`config.mk`:
```
export PLATFORM = sky130hd
export DESIGN_NAME = meter_time_ctrl
export DESIGN_NICKNAME = d
export VERILOG_FILES = /design/src/rtl/meter_time_ctrl.sv
export SDC_FILE = /design/constraint.sdc
export NUM_CORES = 1
export LEC_CHECK = 0
export ABC_AREA = 1
export BUFFER_PORTS_ARGS = -buffer_cell sky130_fd_sc_hd__buf_2
export CORE_MARGIN = 2
export CORE_UTILIZATION = 55
export CTS_BUF_LIST = sky130_fd_sc_hd__clkbuf_8 sky130_fd_sc_hd__clkbuf_16
export DETAILED_ROUTE_END_ITERATION = 7
export PLACE_DENSITY = 0.8
export SLEW_MARGIN = 30
export SYNTH_ARGS = -nofsm -noshare
export SYNTH_HDL_FRONTEND = slang
export SYNTH_SLANG_ARGS = --single-unit
export TNS_END_PERCENT = 20
```
`constraint.sdc`:
```
create_clock -name SYS_CLK -period 12.7 [get_ports SYS_CLK]
set_clock_uncertainty 0.15 [all_clocks]
set_input_delay 1.27 -clock SYS_CLK [delete_from_list [all_inputs] [get_ports SYS_CLK]]
set_output_delay 1.27 -clock SYS_CLK [all_outputs]
set_load 0.02 [all_outputs]
```
`src/rtl/meter_time_ctrl.sv`:
```
// Parking-meter time controller: button/switch edge detection, per-second
// countdown, saturating balance, BCD digits and display blink control.
module meter_time_ctrl #(
  parameter int TICK_CYCLES = 100_000_000,
  parameter int MAX_TIME    = 9999
) (
  input  logic        SYS_CLK,
  input  logic        RESET_N,
  input  logic        up,
  input  logic        down,
  input  logic        left,
  input  logic        right,
  input  logic        sw_set10,
  input  logic        sw_set205,
  output logic [13:0] time_left,
  output logic [3:0]  digit3,
  output logic [3:0]  digit2,
  output logic [3:0]  digit1,
  output logic [3:0]  digit0,
  output logic        blank,
  output logic        tick
);

  localparam int CW = (TICK_CYCLES > 1) ? $clog2(TICK_CYCLES) : 1;
  localparam logic [CW-1:0] TICK_LAST = CW'(TICK_CYCLES - 1);
  localparam logic [CW-1:0] HALF_CNT  = CW'(TICK_CYCLES / 2);
  localparam logic [14:0]   MAX15     = 15'(MAX_TIME);

  logic [CW-1:0] cnt;
  logic          half;
  logic [5:0]    in_now;
  logic [5:0]    in_prev;
  logic [5:0]    rise;
  logic          load;
  logic          dec;
  logic [8:0]    add_val;
  logic [14:0]   sum;
  logic [13:0]   next_time;
  logic          blank_next;
  logic [29:0]   bcd;

  assign in_now = {sw_set205, sw_set10, right, left, down, up};
  assign rise   = in_now & ~in_prev;
  assign load   = rise[4] | rise[5];
  assign tick   = (cnt == TICK_LAST);
  assign half   = (cnt >= HALF_CNT);

  always_ff @(posedge SYS_CLK or negedge RESET_N) begin
    if (!RESET_N) begin
      cnt <= '0;
    end else if (load || tick) begin
      cnt <= '0;
    end else begin
      cnt <= cnt + 1'b1;
    end
  end

  // Decrement is applied before the add so the clamp sees the combined result.
  always_comb begin
    add_val = '0;
    if (rise[0])      add_val = 9'd60;
    else if (rise[2]) add_val = 9'd120;
    else if (rise[3]) add_val = 9'd180;
    else if (rise[1]) add_val = 9'd300;
    dec = tick && (time_left != '0);
    sum = {1'b0, time_left} - 15'(dec) + 15'(add_val);
    if (rise[4])          next_time = 14'd10;
    else if (rise[5])     next_time = 14'd205;
    else if (sum > MAX15) next_time = MAX15[13:0];
    else                  next_time = sum[13:0];
  end

  always_comb begin
    blank_next = 1'b0;
    if (time_left == '0)          blank_next = half;
    else if (time_left < 14'd180) blank_next = time_left[0];
  end

  // Shift-and-add-3 binary to BCD, fully unrolled.
  always_comb begin
    bcd = '0;
    bcd[13:0] = time_left;
    for (int unsigned i = 0; i < 14; i++) begin
      for (int unsigned d = 0; d < 4; d++) begin
        if (bcd[14+4*d +: 4] >= 4'd5) bcd[14+4*d +: 4] = bcd[14+4*d +: 4] + 4'd3;
      end
      bcd = bcd << 1;
    end
  end

  always_ff @(posedge SYS_CLK or negedge RESET_N) begin
    if (!RESET_N) begin
      in_prev   <= '1;
      time_left <= '0;
      digit3    <= '0;
      digit2    <= '0;
      digit1    <= '0;
      digit0    <= '0;
      blank     <= 1'b0;
    end else begin
      in_prev   <= in_now;
      time_left <= next_time;
      digit3    <= bcd[29:26];
      digit2    <= bcd[25:22];
      digit1    <= bcd[21:18];
      digit0    <= bcd[17:14];
      blank     <= blank_next;
    end
  end

endmodule
```
# Word level (Yosys, flattened, before mapping)
# Index checks and enable logic that the tools add are counted.
dict set report totals {
  ff_bits 64
  inputBits 8
  out_inout_bits 32
  elab_cells 170
}
dict set report classes {
  n_addsub 49
  n_lt_le_gt_ge 49
  n_eq_ne 1
  n_mux 56
  n_bitwise 3
  n_reduce_logical 4
}
# operator count
set op_table {}
lappend op_table {{$ge A4 B3 Y1 const B} 42}
lappend op_table {{$mux W4} 34}
lappend op_table {{$add A4 B2 Y4 const B} 33}
lappend op_table {{$mux W14} 3}
lappend op_table {{$mux W3} 12}
lappend op_table {{$mux W9} 4}
lappend op_table {{$add A27 B1 Y27 const B} 1}
lappend op_table {{$add A3 B2 Y3 const B} 9}
lappend op_table {{$eq A27 B27 Y1 const B} 1}
lappend op_table {{$ge A27 B26 Y1 const B} 1}
lappend op_table {{$mux W27} 1}
lappend op_table {{$add A15 B9 Y15} 1}
lappend op_table {{$gt A15 B14 Y1 const B} 1}
lappend op_table {{$sub A14 B1 Y15} 1}
lappend op_table {{$logic_not A14 Y1} 1}
lappend op_table {{$lt A14 B8 Y1 const B} 1}
lappend op_table {{$reduce_bool A14 Y1} 1}
lappend op_table {{$add A1 B2 Y3 const AB} 2}
lappend op_table {{$add A1 B2 Y3 const B} 2}
lappend op_table {{$and A6 B6 Y6} 1}
lappend op_table {{$ge A1 B3 Y1 const AB} 2}
lappend op_table {{$ge A1 B3 Y1 const B} 2}
lappend op_table {{$not A6 Y6} 1}
lappend op_table {{$mux W1} 2}
lappend op_table {{3 further kinds} 3}

# Logic depth before layout (Yosys ltp)
# Gate-level depths: netlist of run 1.
dict set report logic_depth {
  ltp_word 26
  depth_mapped 66
}

# Least setup slack after synthesis of run 1
# OpenSTA, ideal clock, no wires.
dict set report synth_path {
  path_kind {reg2reg}
  start {reg time_left[12]}
  end {reg digit3[1]}
  setup_time_ps 130
  arrival_time_ps 7358
  required_ps 12420
  setup_slack_ps 5062
  path_stages_with_launch 62
  n_path_buf 0
  period_less_slack_ps 7638
  cell_sequence {dfrtp_1 -> inv_1 -> ha_1 -> nand2_2 -> nand2_4 -> nand2_1 -> nand2_2 -> ha_1 -> inv_2 -> or2_1 -> nand3_4 -> nand2_4 -> nand2_1 -> nand2_1 -> inv_1 -> ha_1 -> inv_1 -> nor2_1 -> [26 not listed] -> nand4_1 -> nand2_1 -> nand2_1 -> nand2_2 -> nand2_2 -> nand2_1 -> nand2_1 -> ha_1 -> inv_1 -> ha_1 -> a21oi_1 -> xnor2_1 -> ha_1 -> inv_1 -> or2_2 -> a21oi_1 -> inv_1 -> xor2_1}
}
dict set report synth_between {
  elab_chain_len 24
  word_cells_on_any_way 108
  cone_classes {add/sub (36); order compare (36); mux (36)}
}
# element line_no
set synth_rtl {}
lappend synth_rtl {{from (decl)} 15} ;# output logic [13:0] time_left,
lappend synth_rtl {{from (signal assigned)} 102} ;# time_left <= next_time;
lappend synth_rtl {{$add A4 B2 Y4 or $ge A4 B3 Y1 (tied branches)} 85} ;# if (bcd[14+4*d +: 4] >= 4'd5) bcd[14+4*d +: 4] = bcd[14+4*d +: 4] + 4'd3;
lappend synth_rtl {{$mux W4 (*)} 85}
lappend synth_rtl {{$add A4 B2 Y4 or $ge A4 B3 Y1 (tied branches)} 85}
lappend synth_rtl {{$mux W4} 85}
lappend synth_rtl {{$add A4 B2 Y4 or $ge A4 B3 Y1 (tied branches)} 85}
lappend synth_rtl {{$mux W4} 85}
lappend synth_rtl {{$add A4 B2 Y4 (tied with other cells)} 85}
lappend synth_rtl {{$mux W4 or $mux W3 (tied branches)} 85}
lappend synth_rtl {{[9 not listed]} n/a}
lappend synth_rtl {{$mux W4 or $mux W3 (tied branches)} 85}
lappend synth_rtl {{$add A4 B2 Y4 (tied with other cells)} 85}
lappend synth_rtl {{$mux W4 or $mux W3 (tied branches)} 85}
lappend synth_rtl {{$add A4 B2 Y4 (tied with other cells)} 85}
lappend synth_rtl {{$mux W4 or $mux W3 (tied branches)} 85}
lappend synth_rtl {{$ge A4 B3 Y1 or $add A3 B2 Y3 (tied branches)} 85}
lappend synth_rtl {{$mux W3 (*)} 85}
lappend synth_rtl {{net bcd[27]} 40} ;# logic [29:0] bcd;
lappend synth_rtl {{to (signal assigned)} 103} ;# digit3 <= bcd[29:26];
lappend synth_rtl {{to (decl)} 16} ;# output logic [3:0] digit3,
# The timed path passes the listed nets; every way through them passes the cells marked *.

# Worst setup path in the final report of run 1
# Ends and elaborated chain as after synthesis.

==> results of run 1 <==
[cells in the mapped netlist]
master    count
o31ai_1       1
nand2_2      51
inv_2        16
o21ai_0      16
inv_1       146
ha_1         51
fa_1          1
or2_2         1
and2_1        1
a21boi_1      1
xor2_1       21
buf_4         1
nand2_4      14
a32o_1        1
o21a_1        4
nand2_1     220
dfrtp_1      58
clkinv_1      3
nor2_2        2
o21a_2        1
nand3_4       3
nor2_1       67
or2_1         1
nand3_2      14
nand3b_1      7
xnor2_1       5
o21bai_1      4
a31oi_1       2
o21ai_2       4
nor4_1        9
xor2_2        1
nor3_1        8
a21oi_1      34
nor3b_1       2
clkbuf_1      1
a211o_1       1
nand3_1      77
o21ai_1       6
dfstp_2       6
a221oi_1      2
nand4_1      14
and3_1        1
[critical path, delay by kind of cell (launching register included)]
family / cells / cell delay (ns)
AND/OR/NAND/NOR: 33 / 3.21
adder cells (fa/ha/maj): 9 / 1.69
AO/OA/AOI/OAI: 6 / 1.34
buffers and inverters: 11 / 0.92
flip-flops: 1 / 0.43
XOR/XNOR: 2 / 0.36
[final cells by class]
class,count,share of cell area (%)
Timing Repair Buffer,40,3.06
Clock buffer,9,1.87
Tap cell,140,2.64
Multi-Input combinational cell,648,56.9
Inverter,165,9.35
Clock inverter,7,1.89
Sequential cell,64,24.3
[worst min-delay path by stage]
| stage | start | endpoint | slack (ns) | cells after the start |
|---|---|---|---|---|
| floorplan | time_left[0] | digit0[0] | 0.25 | 0 |
| global placement | time_left[0] | digit0[0] | 0.29 | 0 |
| detailed placement | time_left[0] | digit0[0] | 0.29 | 0 |
| CTS | time_left[0] | digit0[0] | 0.31 | 0 |
| global route | time_left[0] | digit0[0] | 0.34 | 0 |
| finish | time_left[0] | digit0[0] | 0.31 | 0 |
[logic make-up (layout without fill, tap and decap cells)]
kind of cell	after synthesis	after routing	synth area share, %
xor+xnor	27	27	4.06
compound gates	77	77	7.45
fa+ha+maj	52	52	10.9
buf+inv	167	221	10.5
flops	64	64	26.8
simple gates	492	492	40.3
[placed cells by master (no fill, tap or decap), types with 3 or more instances in the layout]
| cell | Yosys | final |
|---|---|---|
| nand3_2 | 14 | 14 |
| clkinv_1 | 3 | 3 |
| inv_2 | 16 | 16 |
| nand2_2 | 51 | 51 |
| nand2_4 | 14 | 14 |
| o21ai_1 | 6 | 6 |
| bufinv_16 | 0 | 3 |
| buf_2 | 0 | 39 |
| a21oi_1 | 34 | 34 |
| dfrtp_1 | 58 | 58 |
| nor2_1 | 67 | 67 |
| nand4_1 | 14 | 14 |
| o21a_1 | 4 | 4 |
| xor2_1 | 21 | 21 |
| nand2_1 | 220 | 220 |
| nor3_1 | 8 | 8 |
| nand3b_1 | 7 | 7 |
| o21ai_0 | 16 | 16 |
| dfstp_2 | 6 | 6 |
| o21bai_1 | 4 | 4 |
| ha_1 | 51 | 51 |
| inv_6 | 0 | 3 |
| xnor2_1 | 5 | 5 |
| nand3_4 | 3 | 3 |
| inv_1 | 146 | 146 |
| nand3_1 | 77 | 77 |
| clkbuf_8 | 0 | 9 |
| o21ai_2 | 4 | 4 |
| nor4_1 | 9 | 9 |
[flip-flops by register name (all words and copies together) (netlist names)]
| register | flops |
|---|---|
| digit0 | 4 |
| digit1 | 4 |
| cnt | 27 |
| time_left | 14 |
| digit3 | 4 |
| digit2 | 4 |
| blank | 1 |
| in_prev | 6 |
[stage by stage]
stage | hold slack (ns) | worst slack, ns | instances | utilization [%] | instance area [sq um]
6_report | 0.313 | 4.46 | 1073 | 61.7 | 6630
5_1_grt | 0.336 | 3.32 | 1073 | 61.7 | 6630
4_1_cts | 0.315 | 4.40 | 1073 | 61.7 | 6630
3_5_place_dp | 0.292 | 4.40 | 1057 | 59.4 | 6380
3_3_place_gp | 0.294 | 4.74 | 1057 | 59.4 | 6380
2_1_floorplan | 0.245 | 5.06 | 879 | - | 6010
[metal layers]
layer  part of all wire, %  vias up  GRT usage, %
li1                      -     2887             -
met1                    46     2409          25.3
met2                    50       70          38.3
met3                   3.1       10          3.50
met4                  0.79        0          5.40
met5                     0        -             0
==> flow_metrics.env, run 1 <==
export IMPL_layout_nets=988
export IMPL_dr_pass1_iters=5
export IMPL_fillers=996
export IMPL_hpwl_um=9150
export IMPL_syn_area_sq_um=6010
export IMPL_core_sq_um=10700
export IMPL_worstMarginPinSlew_ns=0.807
export IMPL_rr_startpoint="time_left[12]"
export IMPL_ys_seq_elements=64
export IMPL_die_x_um=109
export IMPL_antenna_found_initial=0
export IMPL_drc=0
export IMPL_worstSetupPathType="reg2reg"
export IMPL_critPathCaptureType="flip-flop"
export IMPL_multi_input_area_sq_um=3770
export IMPL_ys_top_cells_by_area="dfrtp_1 24%, nand2_1 14%, ha_1 11%, inv_1 9.1%, nand3_1 6.4%"
export IMPL_r2r_end="digit3[1]"
export IMPL_setup_viol=0
export IMPL_worstSetupStartpointType="flip-flop"
export IMPL_grt_pass1_vias=4987
export IMPL_viasPerCell=5.01
export IMPL_grt_ovfl_total=0
export IMPL_status="finished clean"
export IMPL_wl_per_cell_um=10.7
export IMPL_clk_path_buf_depth=2
export IMPL_worst_ep_required_time_ns=12.78
export IMPL_clock_latency_ns=0.34
export IMPL_path_max_fanout=6
export IMPL_boundaryPins=40
export IMPL_crit_start="time_left[12]"
export IMPL_reg2reg_slack_ns=4.46
export IMPL_drt_total_wl_um=11500
export IMPL_track_usage_pct=20.9
export IMPL_critPathCapture="digit3[1]"
export IMPL_ys_types=42
export IMPL_tritoncts="yes"
export IMPL_rows=38
export IMPL_yosys_warnings=0
export IMPL_die_area_sq_um=11800
export IMPL_synth_area_per_cell_sq_um=6.84
export IMPL_cts_hold_fix_buffers=0
export IMPL_finalSetupTns_ns=0
export IMPL_post_cts_buffers=0
export IMPL_die_h_um=109
export IMPL_seqCellArea_sq_um=1610
export IMPL_cts_clk_slew_worst_paths_ns=0.08
export IMPL_holdCritPathClass="reg2reg"
export IMPL_vias=5376
export IMPL_htreeDepth=3
export IMPL_syn_inst=879
export IMPL_slew_viol_final=0
export IMPL_drv_cap=0
export IMPL_antenna_left=0
export IMPL_yosys_area_top_type="dfrtp_1"
export IMPL_cp_slowest_cell="dfrtp_1"
export IMPL_max_freq_ghz=0.121
export IMPL_cts_buffers=9
export IMPL_antennaDiodeCount=0
export IMPL_syn_nets=939
export IMPL_area_growth_pct=10.2
export IMPL_period_minus_slack_ns=8.24
export IMPL_crit_top_cell="nand2_1"
export IMPL_cts_sinks=64
export IMPL_clockRootBuffer="clkbuf_8"
export IMPL_gp_congestion=0.819
export IMPL_drt_iter0_drc=233
export IMPL_rsz0062_at_grt="no"
export IMPL_slowest_delay_ns=0.43
export IMPL_ys_seq_area_share_pct=26.8
export IMPL_grt_max_degree=65
export IMPL_fin_crit_sh_pct=64.9
export IMPL_port_buffer_count=39
export IMPL_worstRegToRegCells=61
export IMPL_hold_viol=0
export IMPL_maxSlewHeadroom_pct=46.2
export IMPL_grt_pass1_wl_um=20200
export IMPL_initial_core_util_pct=55.9
export IMPL_yosysTopAreaCellShare_pct=24.1
export IMPL_worst_endpoint_arrival_ns=8.32
export IMPL_layout_drive_gt1_share_pct=18.1
export IMPL_cts_resized=0
Power of run 1 is not shown: default switching activity piles up to over one toggle a cycle in this logic, so the estimate is an artifact.
==> inputs of run 2 (changes only) <==
==> constraint.sdc (replaced) <==
create_clock -name SYS_CLK -period 8.1 [get_ports SYS_CLK]
set_clock_uncertainty 0.15 [all_clocks]
set_input_delay 0.81 -clock SYS_CLK [delete_from_list [all_inputs] [get_ports SYS_CLK]]
set_output_delay 0.81 -clock SYS_CLK [all_outputs]
set_load 0.02 [all_outputs]
==> flow_metrics.env, run 2 (synthesized netlist as in run 1, its figures left out) <==
export IMPL_clock_latency_ns=0.35
export IMPL_worstMarginPinSlew_ns=0.811
export IMPL_die_area_sq_um=11800
export IMPL_antenna_found_initial=0
export IMPL_cts_clk_slew_worst_paths_ns=0.08
export IMPL_cts_hold_fix_buffers=0
export IMPL_boundaryPins=40
export IMPL_drt_iter0_drc=180
export IMPL_crit_top_cell="nand2_1"
export IMPL_layout_drive_gt1_share_pct=20.7
export IMPL_grt_pass1_wl_um=20500
export IMPL_hold_viol=0
export IMPL_largestRegisters="cnt: 27 flops, time_left: 14 flops, in_prev: 6 flops"
export IMPL_antennaDiodeCount=0
export IMPL_tritoncts="yes"
export IMPL_clk_path_buf_depth=2
export IMPL_fin_crit_sh_pct=92.4
export IMPL_crit_start="time_left[12]"
export IMPL_initial_core_util_pct=55.9
export IMPL_viasPerCell=5.05
export IMPL_hpwl_um=9250
export IMPL_gp_congestion=0.821
export IMPL_die_x_um=109
export IMPL_port_buffer_count=39
export IMPL_worstSetupStartpointType="flip-flop"
export IMPL_reg2reg_slack_ns=0.61
export IMPL_dr_pass1_iters=4
export IMPL_path_max_fanout=5
export IMPL_die_h_um=109
export IMPL_track_usage_pct=21.0
export IMPL_setup_viol=0
export IMPL_drv_cap=0
export IMPL_critPathBufInv=11
export IMPL_cts_sinks=64
export IMPL_antenna_left=0
export IMPL_htreeDepth=3
export IMPL_maxSlewHeadroom_pct=46.0
export IMPL_grt_max_degree=65
export IMPL_cts_buffers=9
export IMPL_rows=38
export IMPL_worstSetupPathType="reg2reg"
export IMPL_largest_reg_flops=27
export IMPL_period_minus_slack_ns=7.49
export IMPL_rr_startpoint="time_left[12]"
export IMPL_worst_endpoint_arrival_ns=7.58
export IMPL_layout_nets=996
export IMPL_slowest_delay_ns=0.40
export IMPL_critPathCaptureType="flip-flop"
export IMPL_hold_path_end="digit0[0]"
export IMPL_grt_pass1_vias=4942
export IMPL_area_growth_pct=11.2
export IMPL_holdCritPathClass="reg2reg"
export IMPL_hold_ws_ns=0.313
export IMPL_drc=0
export IMPL_r2r_end="digit3[1]"
export IMPL_hold_start="time_left[0]"
export IMPL_drt_total_wl_um=11600
export IMPL_cp_slowest_cell="dfrtp_1"
export IMPL_worst_ep_required_time_ns=8.19
export IMPL_final_cell_mix="218 x nand2_1, 144 x inv_1, 76 x nand3_1"
export IMPL_wl_per_cell_um=10.8
export IMPL_vias=5457
export IMPL_hold_depth=0
export IMPL_slew_viol_final=0
export IMPL_core_sq_um=10700
export IMPL_clockRootBuffer="clkbuf_8"
export IMPL_top_register="cnt"
export IMPL_final_common_cell="nand2_1"
export IMPL_max_freq_ghz=0.134
export IMPL_worstRegToRegCells=62
export IMPL_status="finished clean"
export IMPL_grt_ovfl_total=0
export IMPL_crit_family="simple AND/OR/NAND/NOR gates"
[run 2: cell types whose count changed in the layout (fill, tap and decap cells not counted), sizes merged]
| cell | before | now |
|---|---|---|
| clkinv | 4 | 7 |
| bufinv | 3 | 0 |
| inv | 165 | 163 |
| buf | 40 | 48 |
| clkinvlp | 0 | 2 |
[run 2: layer usage]
| layer | share of wire [%] | vias to the layer above | track usage (%) |
|---|---|---|---|
| met5 | 0 | - | 0 |
| met3 | 2.6 | 9 | 3.50 |
| met4 | 0.76 | 0 | 4.58 |
| met2 | 49 | 59 | 37.6 |
| li1 | - | 2906 | - |
| met1 | 47 | 2483 | 26.5 |
[run 2: final cells by class]
cell class	count	area, sq um
clock buffers	9	124
clock inverters	7	47.5
fillers	1002	4060
inverters	165	619
multi-input cells	648	3850
flip-flops and latches	64	1610
well taps	140	175
repair buffers	48	263
[run 2: metrics by stage]
step	util (%)	instances	TNS [ns]	setup slack, ns	area, sq um
2_1_floorplan	-	879	0	0.462	6010
3_3_place_gp	59.4	1058	0	0.242	6380
3_5_place_dp	59.4	1058	-0.147	-0.0842	6380
4_1_cts	61.0	1074	0	0.0171	6560
5_1_grt	62.2	1081	-0.142	-0.0757	6690
6_report	62.2	1081	0	0.613	6690
[run 2: how the worst max path moves through the flow]
stage / endpoint / slack (ns) / cells after the start
after floorplan: digit3[1] / 0.46 / 61
after global placement: digit3[1] / 0.24 / 61
after detailed placement: digit3[1] / -0.08 / 62
after CTS: digit3[1] / 0.02 / 63
after global routing: digit3[2] / -0.08 / 63
final: digit3[1] / 0.61 / 62
[run 2: timing repair]
action / 4_1_cts / 5_1_grt
pin swaps: 0 / 7
setup buffers: 0 / 7
endpoints found under the setup margin: 2 / 11
gates resized for setup: 1 / 21
Power of run 2 is left out for the same reason.
